**src/rtl/led_frame_scheduler_if.sv**
```systemverilog
// rtl/led_frame_scheduler_if.sv - game-logic side pixel-write / clear / swap port
interface led_frame_scheduler_if;
    logic       Wr_En;
    logic [3:0] Wr_Row;
    logic [3:0] Wr_Col;
    logic [1:0] Wr_Color;
    logic       Clear_Req;
    logic       Swap_Req;
    logic       Swap_Ack;
    logic       Busy;

    modport master (
        output Wr_En, Wr_Row, Wr_Col, Wr_Color, Clear_Req, Swap_Req,
        input  Swap_Ack, Busy
    );

    modport slave (
        input  Wr_En, Wr_Row, Wr_Col, Wr_Color, Clear_Req, Swap_Req,
        output Swap_Ack, Busy
    );
endinterface

```
**src/rtl/led_frame_scheduler.sv**
```systemverilog
// rtl/led_frame_scheduler.sv - double-buffered 16x16 bicolour frame store and scan scheduler
// Swaps land only on the scan wrap so the driver never shows a torn frame.
module led_frame_scheduler #(
    parameter int FREQDIV      = 15,
    parameter int SPDW         = 10,
    parameter int COPY_ON_SWAP = 1
) (
    input  logic                  CLK,
    input  logic                  RST,
    input  logic [SPDW-1:0]       Speed,
    led_frame_scheduler_if.slave  bus,
    output logic [15:0][15:0]     RedPixels,
    output logic [15:0][15:0]     GrnPixels,
    output logic                  EnableCount,
    output logic                  FrameStart
);
    typedef enum logic [1:0] {S_IDLE, S_CLEAR, S_WAIT_SWAP, S_COPY} state_t;

    state_t              r_state;
    state_t              w_next;
    logic [SPDW-1:0]     r_div;
    logic                r_en;
    logic [FREQDIV+3:0]  r_scan;
    logic                r_frame_start;
    logic                r_front;
    logic                r_swap_ack;
    logic [3:0]          r_clr_row;
    logic [15:0][15:0]   r_red [2];
    logic [15:0][15:0]   r_grn [2];
    logic                w_wrap;
    logic                w_back;

    // Scan counter mirrors the driver's own counter, so wrap marks the end of a full scan.
    assign w_wrap = r_en && (&r_scan);
    assign w_back = ~r_front;

    always_ff @(posedge CLK) begin
        if (RST) begin
            r_div         <= '0;
            r_en          <= 1'b0;
            r_scan        <= '0;
            r_frame_start <= 1'b0;
        end else begin
            if (r_div >= Speed) begin
                r_div <= '0;
                r_en  <= 1'b1;
            end else begin
                r_div <= r_div + 1'b1;
                r_en  <= 1'b0;
            end
            if (r_en)
                r_scan <= r_scan + 1'b1;
            r_frame_start <= w_wrap;
        end
    end

    always_ff @(posedge CLK) begin
        if (RST)
            r_state <= S_IDLE;
        else
            r_state <= w_next;
    end

    always_comb begin
        w_next = r_state;
        case (r_state)
            S_IDLE: begin
                if (bus.Clear_Req)
                    w_next = S_CLEAR;
                else if (bus.Swap_Req)
                    w_next = S_WAIT_SWAP;
            end
            S_CLEAR:     if (r_clr_row == 4'd15) w_next = S_IDLE;
            S_WAIT_SWAP: if (w_wrap) w_next = (COPY_ON_SWAP != 0) ? S_COPY : S_IDLE;
            S_COPY:      w_next = S_IDLE;
            default:     w_next = S_IDLE;
        endcase
    end

    always_ff @(posedge CLK) begin
        if (RST) begin
            r_front    <= 1'b0;
            r_swap_ack <= 1'b0;
            r_clr_row  <= '0;
            r_red[0]   <= '0;
            r_red[1]   <= '0;
            r_grn[0]   <= '0;
            r_grn[1]   <= '0;
        end else begin
            r_swap_ack <= (r_state == S_WAIT_SWAP) && w_wrap;
            r_clr_row  <= (r_state == S_CLEAR) ? r_clr_row + 4'd1 : 4'd0;
            case (r_state)
                S_IDLE: begin
                    if (bus.Wr_En && !bus.Clear_Req) begin
                        r_red[w_back][bus.Wr_Row][bus.Wr_Col] <= bus.Wr_Color[0];
                        r_grn[w_back][bus.Wr_Row][bus.Wr_Col] <= bus.Wr_Color[1];
                    end
                end
                S_CLEAR: begin
                    r_red[w_back][r_clr_row] <= '0;
                    r_grn[w_back][r_clr_row] <= '0;
                end
                S_WAIT_SWAP: begin
                    if (w_wrap)
                        r_front <= ~r_front;
                end
                S_COPY: begin
                    // r_front already points at the new front here, w_back at the new back.
                    r_red[w_back] <= r_red[r_front];
                    r_grn[w_back] <= r_grn[r_front];
                end
                default: ;
            endcase
        end
    end

    assign RedPixels    = r_red[r_front];
    assign GrnPixels    = r_grn[r_front];
    assign EnableCount  = r_en;
    assign FrameStart   = r_frame_start;
    assign bus.Busy     = (r_state != S_IDLE);
    assign bus.Swap_Ack = r_swap_ack;
endmodule

```
**src/flat_wrapper.sv**
```systemverilog
// flat-port wrapper written by rule: the top's interface ports become plain ports
module led_frame_scheduler_flat 
#(
    parameter int FREQDIV      = 15,
    parameter int SPDW         = 10,
    parameter int COPY_ON_SWAP = 1
)
  (CLK, RST, Speed, RedPixels, GrnPixels, EnableCount, FrameStart, bus_Wr_En, bus_Wr_Row, bus_Wr_Col, bus_Wr_Color, bus_Clear_Req, bus_Swap_Req, bus_Swap_Ack, bus_Busy);
  led_frame_scheduler_if bus_i ();
  input  logic CLK;
  input  logic RST;
  input  logic [SPDW-1:0] Speed;
  output logic [15:0][15:0] RedPixels;
  output logic [15:0][15:0] GrnPixels;
  output logic EnableCount;
  output logic FrameStart;
  input wire logic [$bits(bus_i.Wr_En)-1:0] bus_Wr_En;
  input wire logic [$bits(bus_i.Wr_Row)-1:0] bus_Wr_Row;
  input wire logic [$bits(bus_i.Wr_Col)-1:0] bus_Wr_Col;
  input wire logic [$bits(bus_i.Wr_Color)-1:0] bus_Wr_Color;
  input wire logic [$bits(bus_i.Clear_Req)-1:0] bus_Clear_Req;
  input wire logic [$bits(bus_i.Swap_Req)-1:0] bus_Swap_Req;
  output wire logic [$bits(bus_i.Swap_Ack)-1:0] bus_Swap_Ack;
  output wire logic [$bits(bus_i.Busy)-1:0] bus_Busy;
  assign bus_i.Wr_En = bus_Wr_En;
  assign bus_i.Wr_Row = bus_Wr_Row;
  assign bus_i.Wr_Col = bus_Wr_Col;
  assign bus_i.Wr_Color = bus_Wr_Color;
  assign bus_i.Clear_Req = bus_Clear_Req;
  assign bus_i.Swap_Req = bus_Swap_Req;
  assign bus_Swap_Ack = bus_i.Swap_Ack;
  assign bus_Busy = bus_i.Busy;
  led_frame_scheduler #(.FREQDIV(FREQDIV), .SPDW(SPDW), .COPY_ON_SWAP(COPY_ON_SWAP)) u_core (.CLK(CLK), .RST(RST), .Speed(Speed), .bus(bus_i), .RedPixels(RedPixels), .GrnPixels(GrnPixels), .EnableCount(EnableCount), .FrameStart(FrameStart));
endmodule
```
**config.mk**
```make
export PLATFORM = sky130hd
export DESIGN_NAME = led_frame_scheduler_flat
export DESIGN_NICKNAME = d
export VERILOG_FILES = /design/src/rtl/led_frame_scheduler_if.sv /design/src/rtl/led_frame_scheduler.sv /design/src/flat_wrapper.sv
export SDC_FILE = /design/constraint.sdc
export NUM_CORES = 2
export LEC_CHECK = 0
export CORE_ASPECT_RATIO = 1.1
export CORE_UTILIZATION = 49
export DETAILED_ROUTE_END_ITERATION = 6
export HOLD_SLACK_MARGIN = 0.03
export PLACE_DENSITY = 0.8
export SLEW_MARGIN = 20
export SYNTH_ARGS = -nofsm -noshare
export SYNTH_HDL_FRONTEND = slang
export SYNTH_SLANG_ARGS = --single-unit
```
**constraint.sdc**
```tcl
create_clock -name CLK -period 2.36 [get_ports CLK]
set_input_delay 0.59 -clock CLK [delete_from_list [all_inputs] [get_ports CLK]]
set_output_delay 0.59 -clock CLK [all_outputs]
set_load 0.02 [all_outputs]
```
### Word-level counts from Yosys, hierarchy flattened

Memories as Yosys holds them, arrays and structs flattened. A register that Yosys moved wholly into a read port is not among the register bits.
Index checks and enable logic that the tools add are counted.

| cells by class | value |
|---|---|
| reduce and logical (&&, ||, !) cells | 16 |
| add/subtract/negate cells | 3 |
| order comparisons | 7 |
| bitwise operators | 1026 |
| muxes and demuxes | 1058 |
| divide/modulo/power cells | 0 |
| eq/ne operators | 7 |
| shift operators | 0 |
| $mul | 0 |

Operator list:

| kind | count |
|---|---|
| 256-bit two-way mux | 6 |
| 1-bit two-way mux | 1042 |
| 1-bit bitwise OR | 1024 |
| 256-bit OR reduction | 2 |
| 16-bit demux with 4-bit select | 2 |
| 16-bit two-way mux | 2 |
| 19-bit by 1-bit adder with 19-bit output, second input constant | 1 |
| 19-bit AND reduction | 1 |
| 4-bit by 5-bit < comparator with 1-bit output, second input constant | 3 |
| 4-bit by 1-bit >= comparator with 1-bit output, second input constant | 3 |
| 10-bit by 1-bit adder with 10-bit output, second input constant | 1 |
| 10-bit >= comparator | 1 |
| 2-bit two-way mux | 4 |
| 2-bit one-hot mux with 4 select lines | 1 |
| 1-bit logical AND | 6 |
| 4-bit by 1-bit adder with 4-bit output, second input constant | 1 |
| 1-bit demux with 4-bit select | 1 |
| 2-bit == test, second input constant | 2 |
| 4-bit == test, second input constant | 1 |
| 2-bit by 1-bit != test with 1-bit output, second input constant | 2 |
| 2-bit OR reduction | 2 |
| 3-bit != test, second input constant | 1 |
| 3-bit AND reduction | 1 |
| 2-bit by 1-bit == test with 1-bit output, second input constant | 1 |
| 5 further kinds | 6 |

| word-level totals | value |
|---|---|
| memory bits (writable) | 1024 |
| output and inout port bits | 516 |
| register bits | 39 |
| bits of input ports | 25 |
| word-level logic and storage cells | 2127 |
| bits in read-only memories | 0 |
| latch bits | 0 |
| memories | 2 |

Memory list:

| memory | words | width | rd ports | clocked after Yosys merged registers in | wr ports | RTL line | text |
|---|---|---|---|---|---|---|---|
| u_core.r_grn | 2 | 256 | 1 | 1 | 2 | led_frame_scheduler.sv:29 | `logic [15:0][15:0] r_grn [2];` |
| u_core.r_red | 2 | 256 | 1 | 1 | 2 | led_frame_scheduler.sv:28 | `logic [15:0][15:0] r_red [2];` |

### Logic depth before layout (Yosys ltp)

| logic depth | value |
|---|---|
| word-level depth | 11 |
| gate-level depth with buffers | 9 |
| gate-level depth less buffers | 6 |

### Worst setup path before layout

No wires, ideal clock.

| path | value |
|---|---|
| path kind | input -> register |
| from | in bus_Clear_Req |
| to | mem u_core.r_grn[1][221] (netlist name) (enable) |
| stages on the path | 6 |
| path buffers | 2 |
| data required time | 2061 ps |
| arrival | 1978 ps |
| setup slack | 84 ps |
| setup time | 299 ps |
| path through | or4b_4 buf_12 buf_12 nor4_4 o21ai_2 nand2b_1 |

RTL lines:

| element | RTL line | text |
|---|---|---|
| start: declaration | flat_wrapper.sv:21 | `input wire logic [$bits(bus_i.Clear_Req)-1:0] bus_Clear_Req;` |
| end: declaration | led_frame_scheduler.sv:29 |  |

==> out/summary.txt <==
outcome: finished with violations
failing checks: negative setup slack
post-layout util: 0.633
post-synth net total: 5180
CTS tree: built
Post-Synth Adder-Cell Area: 0.00340
maximum clock path buffer count: 3
Rel. slew slack: 0.213
Final setup viols: 681
Layout Area Growth over Synthesis: 28.3%
worst hold path endpoint: u_core.r_red[1][160]
Initial Util: 0.493
vias per inst: 6.17
Core Area: 119000 um^2
synthesized area: 59000 um^2
Power Density: 574 nW/um^2
share of Yosys cell area claimed by the top area cell type: 0.522
nature of the critical path startpoint: flop
number of detailed-route iterations in the first pass: 6
share of cells above drive strength 1: 0.344
Critical R2R Launch: u_core.r_clr_row[0]
Post-DP HPWL: 121000 um
critical path type: reg2out
drt total wl: 191000 um
Netlist cell types: 58
setup slack after layout: -0.569 ns
Setup WS pre-CTS: -0.659 ns
clock-pin slew of the registers on the worst-case setup and hold paths: 0.06 ns
drc violations: 0
Clock Latency Late Sink: 0.74 ns
Clock Sinks: 1064
final number of hold-violating endpoints: 0
Worst Tran Pin Value: 1.18 ns
worst r2r path cells: 6
most numerous cell in the Yosys netlist: nor2_1
vias in the first global route: 48200
# IOs: 541
post-synthesis xor/xnor area fraction: 0.00342
cts bufs inserted: 111
Synth Flop Type: edfxtp_1
synth top area cells: edfxtp_1, mux2_2, nor2_1
Worst Skew: 0.0264 ns
CP Capture Type: output pin
main combinational cell family by area after synthesis: simple AND/OR/NAND/NOR gates
Fmax achieved: 0.341 GHz
Tot Pwr: 0.0434 W
Max-cap violations: 0
Worst Path Buf+Inv: 5
gr usage total: 0.292
critical-path cell list: buf_12 > buf_16 > clkbuf_16 > buf_12 > mux2_2 > clkbuf_2
final max-slew violation count: 0
hold-fix buffers at CTS: 0
CP delay by family, top: buffers and inverters
die area: 122000 um^2
Worst EP arrival: 2.34 ns
Yosys reg bits: 1064
Seq/Total Area, Yosys: 0.535
FFs w/ async S/R, synth: 0
Die X: 333 um
minimum clock period: 2.93 ns
Hold Path Cell Cnt: 4
commonest cells in the synthesized netlist: nor2_1, edfxtp_1, nand2b_1
hold_sp: RST
Rows: 133
Pleak: 30.2 nW
Fill cells: 8567
count of input and output buffers: 540
Crit Path Max Fanout: 7
Avg Cell Area, Syn: 11.5 um^2
complex-gate fraction of the synthesized area: 0.112
post-route ant nets: 0
H-tree levels: 3
crit-path max cell delay: 0.41 ns
CP dominant cell by count: buf_12
Die H: 366 um
critical path's slowest cell: mux2_2
1st-iter DRT viols: 5562
reg2reg end: u_core.r_grn[0][135]
Post-synth EDFFs: 1024
largest net degree at the start of global routing: 137
CTS root buf: clkbuf_16
first-pass GRT wire length: 275000 um
initial antenna violation count: 7
RSZ-0062 raised after global routing: yes
reg-to-reg slack, setup: -0.18 ns
fraction of the mapped netlist area in simple logic gates: 0.204
Synth Warn #: 0
Mapped Cells: 5139
routed via count: 48100
peak supply drop: 0.588 mV
gpl congestion: 0.843
Yosys top cell by area: edfxtp_1
Routed WL per cell: 24.5 um
Min-Delay Path Class: in2reg
critical path data required time: 1.77 ns
Final Cycle Share: 1.24
grt total ovfl: 0
Final nets: 6194
mux contribution to synthesized area: 0.0984
[sequential cells by signal (all words and copies together) (netlist names), named ones only]
name                 flops
u_core.r_grn           512
u_core.r_red           512
u_core.r_scan           19
u_core.r_div            10
u_core.r_clr_row         4
u_core.r_state           2
u_core.EnableCount       1
u_core.FrameStart        1
u_core.bus.Swap_Ack      1
u_core.r_front           1
[routing by layer]
layer	track usage	vias up	share of wire
li1	-	21000	-
met1	0.348	23500	0.35
met2	0.484	3064	0.48
met3	0.0675	571	0.11
met4	0.163	10	0.056
met5	0	-	0.00030
[layout make-up]
type                       count  area [um^2]  share of cell area
antenna                        2         5.00           0.0000661
clock buffer                 144         2970              0.0392
clock inverter                61          474             0.00627
inverter                      20         82.6             0.00109
multi-input combinational   3563        25200               0.333
sequential                  1064        31600               0.417
tap                         1552         1940              0.0257
timing repair buffer        1393        13400               0.177
[cells in the final DEF (no fill, tap or decap), types with 12 or more instances in the layout]
master,n
o21ai_1,436
nor2_1,1047
o21ai_2,45
nor4_4,129
nor4_2,85
clkdlybuf4s50_1,25
xnor2_1,12
clkinv_1,28
mux2_4,70
edfxtp_1,1024
clkbuf_2,206
a21oi_1,139
o21a_1,12
nor4_1,45
buf_6,32
inv_1,19
clkinv_2,14
ha_1,16
buf_2,44
buf_4,708
clkbuf_16,131
o21ai_0,41
mux2_2,444
dfxtp_1,37
buf_12,150
nor3_1,18
clkbuf_1,30
buf_16,12
a22oi_1,384
nand2b_1,515
dlymetal6s2s_1,175
[through the flow]
| step | setup TNS (ns) | hold WS [ns] | cells | instance area, um^2 |
|---|---|---|---|---|
| global placement | -860.30 | 0.488 | 7539 | 71600 |
| detailed placement | -944.99 | 0.499 | 7539 | 71600 |
| floorplan | 0 | 0.473 | 5139 | 59000 |
| global route | -311.77 | 0.456 | 7798 | 75700 |
| CTS | -413.52 | 0.409 | 7747 | 75100 |
| finish | -246.27 | 0.469 | 7799 | 75700 |
[where the power goes]
part / leakage (nW) / internal, W / switching [W] / total (W)
Sequential: 10.9 / 0.0214 / 0.000211 / 0.0216
Clock: 1.67 / 0.00948 / 0.00758 / 0.0171
Combinational: 17.6 / 0.00169 / 0.00310 / 0.00478
[cells by family after synthesis]
kind of cell / Yosys count
buf+inv: 512
simple gates: 1928
mux: 515
flops: 1064
xor+xnor: 23
fa+ha+maj: 16
compound gates: 1081
[tightest hold or removal path, cell delays in order]
cell      delay [ns]
buf_8           0.08
buf_4           0.10
buf_4           0.15
nand2b_1        0.15
[timing repair]
item                                    CTS  global route
endpoints found under the setup margin  648           882
buffers inserted                          2            28
pin swaps                                 0             0
gates resized for setup                 223           890
gates cloned                              1            25
[worst max-delay path by stage]
stage	depth (start not counted)	slack, ns	startpoint	to
floorplan	6	0.08	bus_Clear_Req	u_core.r_grn[1][221]
global route	6	-0.62	flop	GrnPixels[96]
finish	6	-0.57	flop	GrnPixels[96]
detailed placement	6	-0.66	bus_Wr_Row[2]	u_core.r_grn[0][66]
CTS	4	-0.91	flop	GrnPixels[6]
global placement	8	-0.59	bus_Wr_Row[3]	u_core.r_red[1][198]
(Power assumes the default switching activity.)
